==> src/rtl/dmem_arbiter_pkg.sv <==
// Shared types and constants for the data-memory arbiter.
package dmem_arbiter_pkg;

  localparam int unsigned NPORTS_DEFAULT = 2;
  localparam logic [3:0]  BE_FULL        = 4'b1111;

  typedef enum logic {
    IDLE,
    RMW_WR
  } state_t;

endpackage

==> src/rtl/dmem_be_merge.sv <==
// Byte-lane merge: lanes selected by be come from new_word, the rest from old_word.
module dmem_be_merge (
  input  logic [31:0] old_word,
  input  logic [31:0] new_word,
  input  logic [3:0]  be,
  output logic [31:0] merged
);

  logic [31:0] lane_mask;

  assign lane_mask = {{8{be[3]}}, {8{be[2]}}, {8{be[1]}}, {8{be[0]}}};
  assign merged    = (new_word & lane_mask) | (old_word & ~lane_mask);

endmodule

==> src/rtl/dmem_arbiter.sv <==
// N-port data-memory arbiter: single-cycle loads/full stores, two-cycle
// read-modify-write for partial stores, round-robin or fixed priority.
module dmem_arbiter
  import dmem_arbiter_pkg::*;
#(
  parameter int unsigned NPORTS = NPORTS_DEFAULT,
  parameter bit          RR_EN  = 1'b1
) (
  input  logic                 clk,
  input  logic                 rst_n,
  input  logic [NPORTS-1:0]    req,
  input  logic [NPORTS-1:0]    we,
  input  logic [NPORTS*32-1:0] addr,
  input  logic [NPORTS*32-1:0] wdata,
  input  logic [NPORTS*4-1:0]  be,
  output logic [NPORTS-1:0]    gnt,
  output logic [NPORTS-1:0]    rvalid,
  output logic [31:0]          rdata,
  output logic                 MemRead,
  output logic                 MemWrite,
  output logic [31:0]          mem_addr,
  output logic [31:0]          mem_wdata,
  input  logic [31:0]          mem_rdata
);

  localparam int unsigned IW = (NPORTS > 1) ? $clog2(NPORTS) : 1;

  state_t          state, state_nxt;
  logic [IW-1:0]   last_gnt, sel;
  logic            any_gnt;
  logic            sel_we;
  logic [31:0]     sel_addr, sel_wdata;
  logic [3:0]      sel_be;
  logic [31:0]     aligned_addr;
  logic [31:0]     merged;
  logic [31:0]     cap_addr, cap_data;
  logic            load_go, rmw_go;

  // Round-robin as two passes: ports above last_gnt first, then wrap from port 0.
  always_comb begin
    gnt       = '0;
    sel       = '0;
    any_gnt   = 1'b0;
    sel_we    = 1'b0;
    sel_addr  = '0;
    sel_wdata = '0;
    sel_be    = '0;
    if (rst_n && state == IDLE) begin
      if (RR_EN) begin
        for (int unsigned i = 0; i < NPORTS; i++) begin
          if (!any_gnt && req[i] && IW'(i) > last_gnt) begin
            any_gnt   = 1'b1;
            sel       = IW'(i);
            gnt[i]    = 1'b1;
            sel_we    = we[i];
            sel_addr  = addr[i*32 +: 32];
            sel_wdata = wdata[i*32 +: 32];
            sel_be    = be[i*4 +: 4];
          end
        end
      end
      for (int unsigned i = 0; i < NPORTS; i++) begin
        if (!any_gnt && req[i]) begin
          any_gnt   = 1'b1;
          sel       = IW'(i);
          gnt[i]    = 1'b1;
          sel_we    = we[i];
          sel_addr  = addr[i*32 +: 32];
          sel_wdata = wdata[i*32 +: 32];
          sel_be    = be[i*4 +: 4];
        end
      end
    end
  end

  assign aligned_addr = sel_addr & ~32'h3;

  dmem_be_merge u_merge (
    .old_word (mem_rdata),
    .new_word (sel_wdata),
    .be       (sel_be),
    .merged   (merged)
  );

  always_comb begin
    state_nxt = state;
    MemRead   = 1'b0;
    MemWrite  = 1'b0;
    mem_addr  = '0;
    mem_wdata = '0;
    load_go   = 1'b0;
    rmw_go    = 1'b0;
    case (state)
      IDLE: begin
        if (any_gnt) begin
          if (!sel_we) begin
            MemRead  = 1'b1;
            mem_addr = aligned_addr;
            load_go  = 1'b1;
          end else if (sel_be == BE_FULL) begin
            MemWrite  = 1'b1;
            mem_addr  = aligned_addr;
            mem_wdata = sel_wdata;
          end else if (sel_be != '0) begin
            MemRead   = 1'b1;
            mem_addr  = aligned_addr;
            rmw_go    = 1'b1;
            state_nxt = RMW_WR;
          end
        end
      end
      RMW_WR: begin
        MemWrite  = 1'b1;
        mem_addr  = cap_addr;
        mem_wdata = cap_data;
        state_nxt = IDLE;
      end
      default: state_nxt = IDLE;
    endcase
  end

  always_ff @(posedge clk or negedge rst_n) begin
    if (!rst_n) begin
      state    <= IDLE;
      last_gnt <= IW'(NPORTS - 1);
      rvalid   <= '0;
      rdata    <= '0;
      cap_addr <= '0;
      cap_data <= '0;
    end else begin
      state  <= state_nxt;
      rvalid <= load_go ? gnt : '0;
      if (any_gnt) last_gnt <= sel;
      if (load_go) rdata <= mem_rdata;
      if (rmw_go) begin
        cap_addr <= aligned_addr;
        cap_data <= merged;
      end
    end
  end

endmodule

==> config.mk <==
export PLATFORM = sky130hd
export DESIGN_NAME = dmem_arbiter
export DESIGN_NICKNAME = d
export VERILOG_FILES = /design/src/rtl/dmem_arbiter_pkg.sv /design/src/rtl/dmem_be_merge.sv /design/src/rtl/dmem_arbiter.sv
export SDC_FILE = /design/constraint.sdc
export NUM_CORES = 1
export LEC_CHECK = 0
export BUFFER_PORTS_ARGS = -buffer_cell sky130_fd_sc_hd__buf_2
export CAP_MARGIN = 20
export CORE_MARGIN = 2
export CORE_UTILIZATION = 30
export CTS_CLUSTER_SIZE = 28
export DETAILED_ROUTE_END_ITERATION = 8
export SLEW_MARGIN = 20
export SYNTH_ARGS = -nofsm -noshare
export SYNTH_HDL_FRONTEND = slang
export SYNTH_SLANG_ARGS = --single-unit
==> constraint.sdc <==
create_clock -name clk -period 5.2 [get_ports clk]
set_input_delay 1.04 -clock clk [delete_from_list [all_inputs] [get_ports clk]]
set_output_delay 1.04 -clock clk [all_outputs]
set_load 0.05 [all_outputs]
==> results of run 1 <==
## path summary, 6_finish.rpt
path	depth (start not counted)	slack, ns	to
worst max-delay path	9	0.77	mem_addr[30]
worst min-delay path	2	0.47	last_gnt
worst max register to register	8	2.37	cap_addr[15]
worst min register to register	2	0.47	last_gnt
max in group asynchronous	3	3.24	cap_addr[22]
min in group asynchronous	2	0.77	cap_addr[2]
## flip-flops by register name, indices dropped and copies added, names as in the netlist
signal    cells
state         1
cap_data     32
last_gnt      1
rvalid        2
cap_addr     30
rdata        32
## area by class of cell
type | count | area (um2) | area share
inverter | 35 | 131.4 | 0.01831
sequential | 98 | 2455 | 0.3420
clock inverter | 3 | 20.02 | 0.002789
clock buffer | 10 | 229.0 | 0.03190
multi-input combinational | 277 | 2601 | 0.3624
tap | 229 | 286.5 | 0.03992
timing repair buffer | 283 | 1454 | 0.2026
## worst max-delay path, cell delays in order
cell and delay [ns]:
buf_2 0.11, a21boi_0 0.14, and2_2 0.27, a22oi_1 0.28, buf_4 0.27, nand4_1 0.16, or2_2 0.58, a22o_1 0.30
buf_2 0.21
## power groups by stage
stage	clock network, uW	registers (uW)	logic [uW]
CTS	623	1130	1060
detailed placement	0	1140	1060
global route	653	1170	1130
finish	592	1130	1040
global placement	0	1140	1040
floorplan	0	1330	588
## metal layers
metal / GRT usage / vias up
li1: - / 2194
met1: 0.1967 / 2174
met2: 0.2663 / 165
met3: 0.03798 / 11
met4: 0.04785 / 0
met5: 0 / -
## kinds of logic (layout without fill, tap and decap cells)
family	Yosys count	after routing	share of synthesized area
buf+inv	82	331	0.07560
mux	126	126	0.2451
simple gates	17	17	0.01902
compound gates	132	132	0.2103
other cells	1	2	0.0006866
flops	98	98	0.4493
## through the flow
stage	setup slack, ns	hold WS, ns	utilization	power, uW	cells
after global placement	0.7480	0.4578	0.3870	2177	922
after CTS	0.7457	0.4704	0.4009	2811	935
after floorplan	1.090	0.4417	-	1922	457
after detailed placement	0.7441	0.4590	0.3870	2198	922
after global routing	0.5976	0.4935	0.4009	2944	935
final	0.7653	0.4651	0.4009	2765	935
## placed cells by master (no fill, tap or decap), drive strengths merged, types with 2 or more instances in the layout
| cell | n |
|---|---|
| inv | 35 |
| conb | 2 |
| mux2 | 62 |
| clkinvlp | 2 |
| a22oi | 4 |
| nor2 | 3 |
| buf | 283 |
| a22o | 124 |
| or2 | 3 |
| mux2i | 64 |
| dfrtp | 97 |
| clkbuf | 10 |
| nand2 | 4 |
| nand4 | 2 |
## Yosys cell counts
cell type,number,area (um2)
a21boi_0,1,7.510
a22o_1,124,1086
mux2_1,27,304.0
dfstp_2,1,26.28
nor2_2,1,6.260
nor2b_4,1,13.76
dfrtp_1,97,2427
buf_4,5,37.54
buf_8,3,45.04
mux2_2,35,394.1
nor2_1,2,7.510
buf_1,2,7.510
and2_1,1,6.260
inv_1,35,131.4
nand2_1,4,15.01
buf_2,6,30.03
a21oi_1,1,5.000
o21ai_0,1,5.000
and3_1,1,6.260
or2_2,3,18.77
nand2b_1,1,6.260
a22oi_2,1,12.51
mux2i_1,64,640.6
a32o_1,1,10.01
nand4_1,2,12.51
buf_6,6,67.56
conb_1,1,3.750
a22oi_1,3,22.52
clkbuf_1,25,93.84
or4_4,1,11.26
==> summary.md, run 1 <==
| Metric | Value |
|---|---|
| Outcome | `complete, no violations` |
| Row cnt | `49` |
| CTS Buf Count | `9` |
| Final Instance Area | `slightly above 0.007 mm2` |
| Switching Power | `1077 uW` |
| Clk_lat worst skew | `0.34 ns` |
| Area growth from synthesis to layout | `31.41%` |
| Worst relative slew slack | `0.4045` |
| Sw Share | `0.3897` |
| Drt total wl | `15.04 mm` |
| Mapped cell area | `0.005461 mm2` |
| All-Layer GR Usage | `0.1563` |
| Fin crit share | `0.8528` |
| Met2 WL | `between 7 and 8 mm` |
| Number of global-route vias before repair | `4,769` |
| H-tree depth | `3` |
| Seq pwr share | `0.409` |
| Clock share of power | `0.214` |
| Starting Density | `0.3051` |
| R2r startpoint | `last_gnt` |
| Nets | `878` |
| Static Leak | `0.004127 uW` |
| Post-CTS setup buffers | `0` |
| DIE AREA | `~0.019 mm2` |
| Startpoint types | `primary input` |
| Metal3 WL | `roughly 1.0 mm` |
| Final min period | `between 4 and 5 ns` |
| Setup TNS | `0 ns` |
| First-pass GRT wire length | `24.65 mm` |
| WL/cell | `16.09 um` |
| CTS tree | `built` |
| Critical Path Start | `req[1]` |
| Critical Path RT | `4.16 ns` |
| Max_cap viols | `0` |
| Finish-stage setup viols | `0` |
| Vias/cell | `about 5` |
| Clk Tree Root Cell | `clkbuf_16` |
| Post_cts resized | `0` |
| Max layer used | `met4` |
| Unrepaired setup endpoints after global routing | `no` |
| Final Hold Viols | `0` |
| CP arrival | `between 3 and 4 ns` |
| Final ANT Viol Nets | `0` |
| Met1 wire length | `~6.6 mm` |
| Fin Clk Skew | `roughly 0.0074 ns` |
| PD cells | `385.2 mW/mm2` |
| Number of synthesized register bits | `98` |
| GR Overflow Total | `0` |
| Post-synth cell types | `30` |
| Antenna cells | `0` |
| Clk pin slew, worst setup/hold paths | `~0.060 ns` |
| Drt first pass iters | `4` |
| DR vias | `4,544` |
| Peak VDD IR | `0.0001833 V` |
| HP Start | `last_gnt` |
| Iteration-0 DRC Markers | `about 130` |
| Pin count of the biggest net entering global routing | `64` |
| Combinational share of power | `0.377` |
| Die Wd | `138.9 um` |
| DRC | `0` |
| IO Count | `276` |
| WS Path Type | `primary input to output port` |
| Clk buf depth | `2` |
| Worst Hold Class | `flip-flop to flip-flop` |
| Seq/Total Area, Yosys | `0.4493` |
| Share of layout cells above drive strength 1 | `0.4830` |
| Internal power | `1687 uW` |
| Syn Inst Count | `456` |
| Placed inst area | `between 0.006 and 0.007 mm2` |
| Max Freq | `approximately 230 MHz` |
| Initial antenna violation count | `0` |
| Hold-fix buffers, CTS | `0` |
| Crit. End Element | `output port` |
| Average size of a mapped cell | `11.98 um2` |
| Fillcell total | `1,802` |
| Core area | `roughly 0.018 mm2` |
| Clock Sink Count | `98` |
| GPL Wtd Cong | `0.7050` |
| Die height | `138.9 um` |
| Least-Margin Pin Slew | `0.8932 ns` |
| Crit Path Max Fanout | `30` |
| DP Wirelength | `11.07 mm` |
| Final Max Tran Viols | `0` |
| Port bufs | `269` |
| Synth warn | `0` |
No activity file was read; power rests on OpenSTA's default activity.
==> inputs of run 2 (changes only) <==
Settings changed: CTS_BUF_LIST from default to sky130_fd_sc_hd__clkbuf_8, MAX_ROUTING_LAYER from default to met4.
==> run 2 against run 1 <==
First-iteration DRC count is 0.79% lower. Setup slack better by 0.0044 ns. Count of clock-buffer cells in the layout is 1 lower. Critical endpoint is now mem_addr[13]. Via count is 0.48% higher. Combinational power hardly changed. Clock power is 29% lower. Sequential share of layout area is 0.49 points higher. Fmax hardly changed. Critical path depth stayed put. Die area stayed put. Worst hold slack better by 0.0061 ns. Power is 6.2% lower.
==> summary.md, run 2 (synthesized netlist as in run 1, its figures left out) <==
| Metric | Value |
|---|---|
| Worst relative slew slack | `0.4065 (was 0.4045)` |
| Fin crit share | `0.8520 (was 0.8528)` |
| DP Wirelength | `11.07 mm (unchanged)` |
| Fin cells | `935 (unchanged)` |
| Starting Density | `0.3051 (unchanged)` |
| Critical Path RT | `4.16 ns (about the same)` |
| Most common cell after layout, fill and taps aside | `buf_2 (unchanged)` |
| Final min period | `4.430 ns (was 4.435 ns)` |
| Nets | `878 (unchanged)` |
| Drt first pass iters | `5 (was 4)` |
| R2r startpoint | `last_gnt (unchanged)` |
| DRC | `0 (unchanged)` |
| WS Path Type | `primary input to output port (unchanged)` |
| RR Endpoint | `cap_addr[15] (unchanged)` |
| Die height | `138.9 um (unchanged)` |
| Final worst slack | `0.7697 ns (was 0.7653 ns)` |
| R2r worst-path depth | `8 (unchanged)` |
| Total power | `2593 uW (was 2765 uW)` |
| Initial antenna violation count | `0 (unchanged)` |
| Setup TNS | `0 ns (unchanged)` |
| Final ANT Viol Nets | `0 (unchanged)` |
| Worst Hold Class | `flip-flop to flip-flop (unchanged)` |
| IO Count | `276 (unchanged)` |
| Dpl cells | `922 (unchanged)` |
| CTS Buf Count | `9 (unchanged)` |
| Top flop regs | `cap_data: 32 flops, rdata: 32 flops, cap_addr: 30 flops (unchanged)` |
| Max_cap viols | `0 (unchanged)` |
| DIE AREA | `0.01930 mm2 (unchanged)` |
| DR vias | `4,566 (was 4,544)` |
| Core area | `0.01790 mm2 (unchanged)` |
| Static Leak | `0.004085 uW (was 0.004127 uW)` |
| Row cnt | `49 (unchanged)` |
| Post_cts resized | `0 (unchanged)` |
| Drt total wl | `15.07 mm (was 15.04 mm)` |
| Clk_lat worst skew | `0.36 ns (was 0.34 ns)` |
| Die Wd | `138.9 um (unchanged)` |
| Number of global-route vias before repair | `4,741 (was 4,769)` |
| Combinational share of power | `0.402 (was 0.377)` |
| Hold-fix buffers, CTS | `0 (unchanged)` |
| Port bufs | `269 (unchanged)` |
| Pin count of the biggest net entering global routing | `64 (unchanged)` |
| Switching Power | `1060 uW (was 1077 uW)` |
| Hold path endpoint | `last_gnt (unchanged)` |
| Finish-stage setup viols | `0 (unchanged)` |
| Clk pin slew, worst setup/hold paths | `0.09 ns (was 0.06 ns)` |
| CTS tree | `built (unchanged)` |
| Internal power | `1533 uW (was 1687 uW)` |
| Fin Clk Skew | `0.008157 ns (was 0.007357 ns)` |
| Clk Tree Root Cell | `clkbuf_8 (was clkbuf_16)` |
| R2R setup slack | `2.36 ns (was 2.37 ns)` |
| Startpoint types | `primary input (unchanged)` |
| Most frequent cells in the layout | `buf_2, a22o_1, dfrtp_1, mux2i_1, inv_1 (was buf_2, a22o_1, dfrtp_1, mux2i_1)` |
| WL/cell | `16.12 um (was 16.09 um)` |
| Iteration-0 DRC Markers | `126 (was 127)` |
| HP Start | `last_gnt (unchanged)` |
| Seq pwr share | `0.436 (was 0.409)` |
| Unrepaired setup endpoints after global routing | `no (unchanged)` |
| All-Layer GR Usage | `0.1613 (was 0.1563)` |
| Clk buf depth | `2 (unchanged)` |
| H-tree depth | `3 (unchanged)` |
| Post-CTS setup buffers | `0 (unchanged)` |
| First-pass GRT wire length | `24.65 mm (unchanged)` |
| Setup slack after placement | `0.7441 ns (unchanged)` |
| Hold Path Depth | `2 (unchanged)` |
| Least-Margin Pin Slew | `0.8902 ns (was 0.8932 ns)` |
| Sw Share | `0.4087 (was 0.3897)` |
| Clock share of power | `0.162 (was 0.214)` |
| GPL Wtd Cong | `0.7129 (was 0.7050)` |
| Crit Path Max Fanout | `30 (unchanged)` |
| Antenna cells | `0 (unchanged)` |
| PD cells | `366.5 mW/mm2 (was 385.2 mW/mm2)` |
| Outcome | `complete, no violations (unchanged)` |
| Final Max Tran Viols | `0 (unchanged)` |
| Clock Sink Count | `98 (unchanged)` |
| Peak VDD IR | `0.0001734 V (was 0.0001833 V)` |
| Crit. End Element | `output port (unchanged)` |
| Share of layout cells above drive strength 1 | `0.4830 (unchanged)` |
| Area growth from synthesis to layout | `29.55% (was 31.41%)` |
| Max Freq | `225.7 MHz (was 225.5 MHz)` |
| Final Hold Viols | `0 (unchanged)` |
| Vias/cell | `4.883 (was 4.860)` |
| Final core utilization | `0.3952 (was 0.4009)` |
| GR Overflow Total | `0 (unchanged)` |
| CP arrival | `3.39 ns (about the same)` |
[run 2: cell types whose count changed in the layout (fill, tap and decap cells not counted)]
cell / delta
clkbuf_16: -9
clkbuf_8: +9
clkbuf_1: -1
inv_1: +1
[run 2: power by group through the flow]
stage                     logic [uW]  registers, uW  clock network [uW]
after CTS                       1060           1130                 453
after global placement          1040           1140                   0
after global routing            1130           1160                 481
after floorplan                  588           1330                   0
after detailed placement        1060           1140                   0
final                           1040           1130                 421
[run 2: critical path, stage by stage]
cell,delay (ns)
buf_2,0.11
a21boi_0,0.14
and2_2,0.27
a22oi_1,0.28
buf_4,0.27
nand4_1,0.16
or2_2,0.57
a22o_1,0.30
buf_2,0.21
[run 2: layout make-up]
class | count | area (um2)
clock inverter | 4 | 23.77
sequential | 98 | 2455
clock buffer | 9 | 123.9
fill | 1812 | 10830
multi-input combinational | 277 | 2601
inverter | 35 | 131.4
timing repair buffer | 283 | 1454
tap | 229 | 286.5
[run 2: per-layer routing]
| metal | vias up | track usage | part of all wire |
|---|---|---|---|
| met4 | 0 | 0.03668 | 0.0068 |
| met2 | 162 | 0.2655 | 0.48 |
| met3 | 9 | 0.04247 | 0.064 |
| met5 | - | - | 0 |
| met1 | 2201 | 0.1997 | 0.45 |
| li1 | 2194 | - | - |
[run 2: worst max-delay path by stage]
stage	endpoint	startpoint	cells past startpoint
3_5_place_dp	mem_addr[13]	req[1]	9
4_1_cts	mem_addr[13]	req[1]	9
6_report	mem_addr[13]	req[1]	9
3_3_place_gp	mem_addr[13]	req[1]	9
2_1_floorplan	mem_wdata[0]	req[1]	9
5_1_grt	mem_wdata[29]	req[0]	10
[run 2: stage by stage]
stage / cell area [um2] / hold slack, ns
finish: 7076 / 0.4712
global route: 7076 / 0.4979
CTS: 7076 / 0.4746
detailed placement: 6928 / 0.4590
global placement: 6928 / 0.4578
floorplan: 5465 / 0.4417
==> inputs of run 3 (changes only) <==
Settings changed: CORE_ASPECT_RATIO from default to 0.75.
==> run 3 against run 2 <==
Count of clock-buffer cells in the layout unchanged. Critical path depth increased by 1. Sequential cell count unchanged. Largest cell class unchanged. Non-clock buffer count unchanged. Via count increased by 0.99%. Clock power increased by 19%. Fmax decreased by 2.4%.
==> summary.md, run 3 (synthesized netlist as in run 1, its figures left out) <==
| Metric | Value |
|---|---|
| DRC | `0 (unchanged)` |
| Iteration-0 DRC Markers | `200 (was 126)` |
| Drt first pass iters | `4 (was 5)` |
| IO Count | `276 (unchanged)` |
| Startpoint types | `primary input (unchanged)` |
| CP delay by family, top | `simple AND/OR/NAND/NOR gates (unchanged)` |
| Post_cts resized | `0 (unchanged)` |
| Most common cell after layout, fill and taps aside | `buf_2 (unchanged)` |
| DR vias | `4,611 (was 4,566)` |
| Die Wd | `159.8 um (was 138.9 um)` |
| Final Hold Viols | `0 (unchanged)` |
| Critical Path RT | `4.16 ns (about the same)` |
| GPL Wtd Cong | `0.7366 (was 0.7129)` |
| Crit. End Element | `output port (unchanged)` |
| Final Max Tran Viols | `0 (unchanged)` |
| Clk Tree Root Cell | `clkbuf_8 (unchanged)` |
| DIE AREA | `0.01931 mm2 (was 0.01930 mm2)` |
| Vias/cell | `4.849 (was 4.883)` |
| Core area | `0.01776 mm2 (was 0.01790 mm2)` |
| Max_cap viols | `0 (unchanged)` |
| Hold_ws | `0.4698 ns (was 0.4712 ns)` |
| CP Cell Sequence | `buf_4 > nor2b_4 > and3_2 > a22oi_1 > buf_4 > or4_4 > nor2_4 > buf_4 > a22o_1 > buf_2 (was buf_2 > a21boi_0 > and2_2 > a22oi_1 > buf_4 > nand4_1 > or2_2 > a22o_1 > buf_2)` |
| Post-CTS setup buffers | `0 (unchanged)` |
| Final min period | `4.539 ns (was 4.430 ns)` |
| Starting Density | `0.3075 (was 0.3051)` |
| Slowest cell on crit path | `or4_4 (was or2_2)` |
| Port bufs | `269 (unchanged)` |
| Nets | `878 (unchanged)` |
| Most frequent cells in the layout | `buf_2, a22o_1, dfrtp_1, mux2i_1, inv_1 (unchanged)` |
| Area growth from synthesis to layout | `30.88% (was 29.55%)` |
| CTS Buf Count | `9 (unchanged)` |
| H-tree depth | `3 (unchanged)` |
| Largest stage delay, worst path | `0.46 ns (was 0.57 ns)` |
| Drt total wl | `15.84 mm (was 15.07 mm)` |
| Worst relative slew slack | `0.3696 (was 0.4065)` |
| CP arrival | `3.50 ns (was 3.39 ns)` |
| Max Freq | `220.3 MHz (was 225.7 MHz)` |
| Fin Clk Skew | `0.01121 ns (was 0.008157 ns)` |
| Number of global-route vias before repair | `4,629 (was 4,741)` |
| WL/cell | `16.66 um (was 16.12 um)` |
| Clock Sink Count | `98 (unchanged)` |
| Peak VDD IR | `0.0001543 V (was 0.0001734 V)` |
| Top flop regs | `cap_data: 32 flops, rdata: 32 flops, cap_addr: 30 flops (unchanged)` |
| Crit-path most repeated cell | `buf_4 (was buf_2)` |
| Unrepaired setup endpoints after global routing | `no (unchanged)` |
| First-pass GRT wire length | `24.95 mm (was 24.65 mm)` |
| Initial antenna violation count | `0 (unchanged)` |
| Finish-stage setup viols | `0 (unchanged)` |
| Pin count of the biggest net entering global routing | `80 (was 64)` |
| Fin crit share | `0.8729 (was 0.8520)` |
| Clk_lat worst skew | `0.38 ns (was 0.36 ns)` |
| Outcome | `complete, no violations (unchanged)` |
| Share of layout cells above drive strength 1 | `0.4852 (was 0.4830)` |
| WP buf/inv | `4 (was 3)` |
| CTS tree | `built (unchanged)` |
| Crit Path Max Fanout | `21 (was 30)` |
| Worst Hold Class | `flip-flop to flip-flop (unchanged)` |
| WS Path Type | `primary input to output port (unchanged)` |
| All-Layer GR Usage | `0.1689 (was 0.1613)` |
| Least-Margin Pin Slew | `0.9457 ns (was 0.8902 ns)` |
| Row cnt | `42 (was 49)` |
| Clk buf depth | `2 (unchanged)` |
| Die height | `120.9 um (was 138.9 um)` |
| Setup TNS | `0 ns (unchanged)` |
| PD cells | `375.3 mW/mm2 (was 366.5 mW/mm2)` |
| Clk pin slew, worst setup/hold paths | `0.10 ns (was 0.09 ns)` |
| DP Wirelength | `11.41 mm (was 11.07 mm)` |
| Static Leak | `0.004110 uW (was 0.004085 uW)` |
| Hold-fix buffers, CTS | `0 (unchanged)` |
| Final ANT Viol Nets | `0 (unchanged)` |
| GR Overflow Total | `0 (unchanged)` |
| Antenna cells | `0 (unchanged)` |
run 3: cell count changes in the layout (fill, tap and decap cells not counted), sizes merged:
cell / change
clkinv: +2
bufinv: +1
run 3: report_power, final:
group / leakage [uW] / switching, uW / total (uW) / internal [uW]
clock: 0.0000966 / 280 / 502 / 222
sequential: 0.00120 / 126 / 1130 / 1010
combinational: 0.00282 / 685 / 1050 / 363
total: 0.00411 / 1090 / 2680 / 1590
run 3: metrics by stage:
stage | setup slack, ns | std cells | utilization | instance area (um2) | total power, uW
after floorplan | 1.090 | 457 | - | 5465 | 1922
after global placement | 0.6526 | 935 | 0.3912 | 6949 | 2184
after detailed placement | 0.6372 | 935 | 0.3912 | 6949 | 2205
after CTS | 0.6345 | 951 | 0.4022 | 7144 | 2726
after global routing | 0.4806 | 951 | 0.4024 | 7148 | 2852
final | 0.6609 | 951 | 0.4024 | 7148 | 2683
run 3: area by class of cell:
class	count	area, um2
clock buffer	9	123.9
clock inverter	7	71.32
fill	1782	10610
inverter	35	131.4
multi-input combinational	277	2606
sequential	98	2455
tap	242	302.8
timing repair buffer	283	1458
run 3: path summary, 6_finish.rpt:
path	to	cells after the start	start	slack, ns
setup / recovery	mem_wdata[3]	10	rst_n	0.66
hold / removal	last_gnt	2	last_gnt	0.47
setup reg to reg	cap_addr[11]	8	last_gnt	2.29
hold reg to reg	last_gnt	2	last_gnt	0.47
max in group asynchronous	state	2	rst_n	3.61
min in group asynchronous	cap_addr[16]	1	rst_n	0.56
run 3: tightest hold or removal path: stages (launching register included):
cell	delay, ns
dfstp_2	0.38
nand2_1	0.05
nand2_1	0.05
run 3: layer usage:
layer,vias up,wire [um],GRT usage,share of wire
met1,2229,7221,0.2098,0.46
met5,-,0,-,0
met3,13,1091,0.04340,0.069
li1,2193,-,-,-
met2,176,7365,0.2784,0.46
met4,0,165,0.04110,0.010
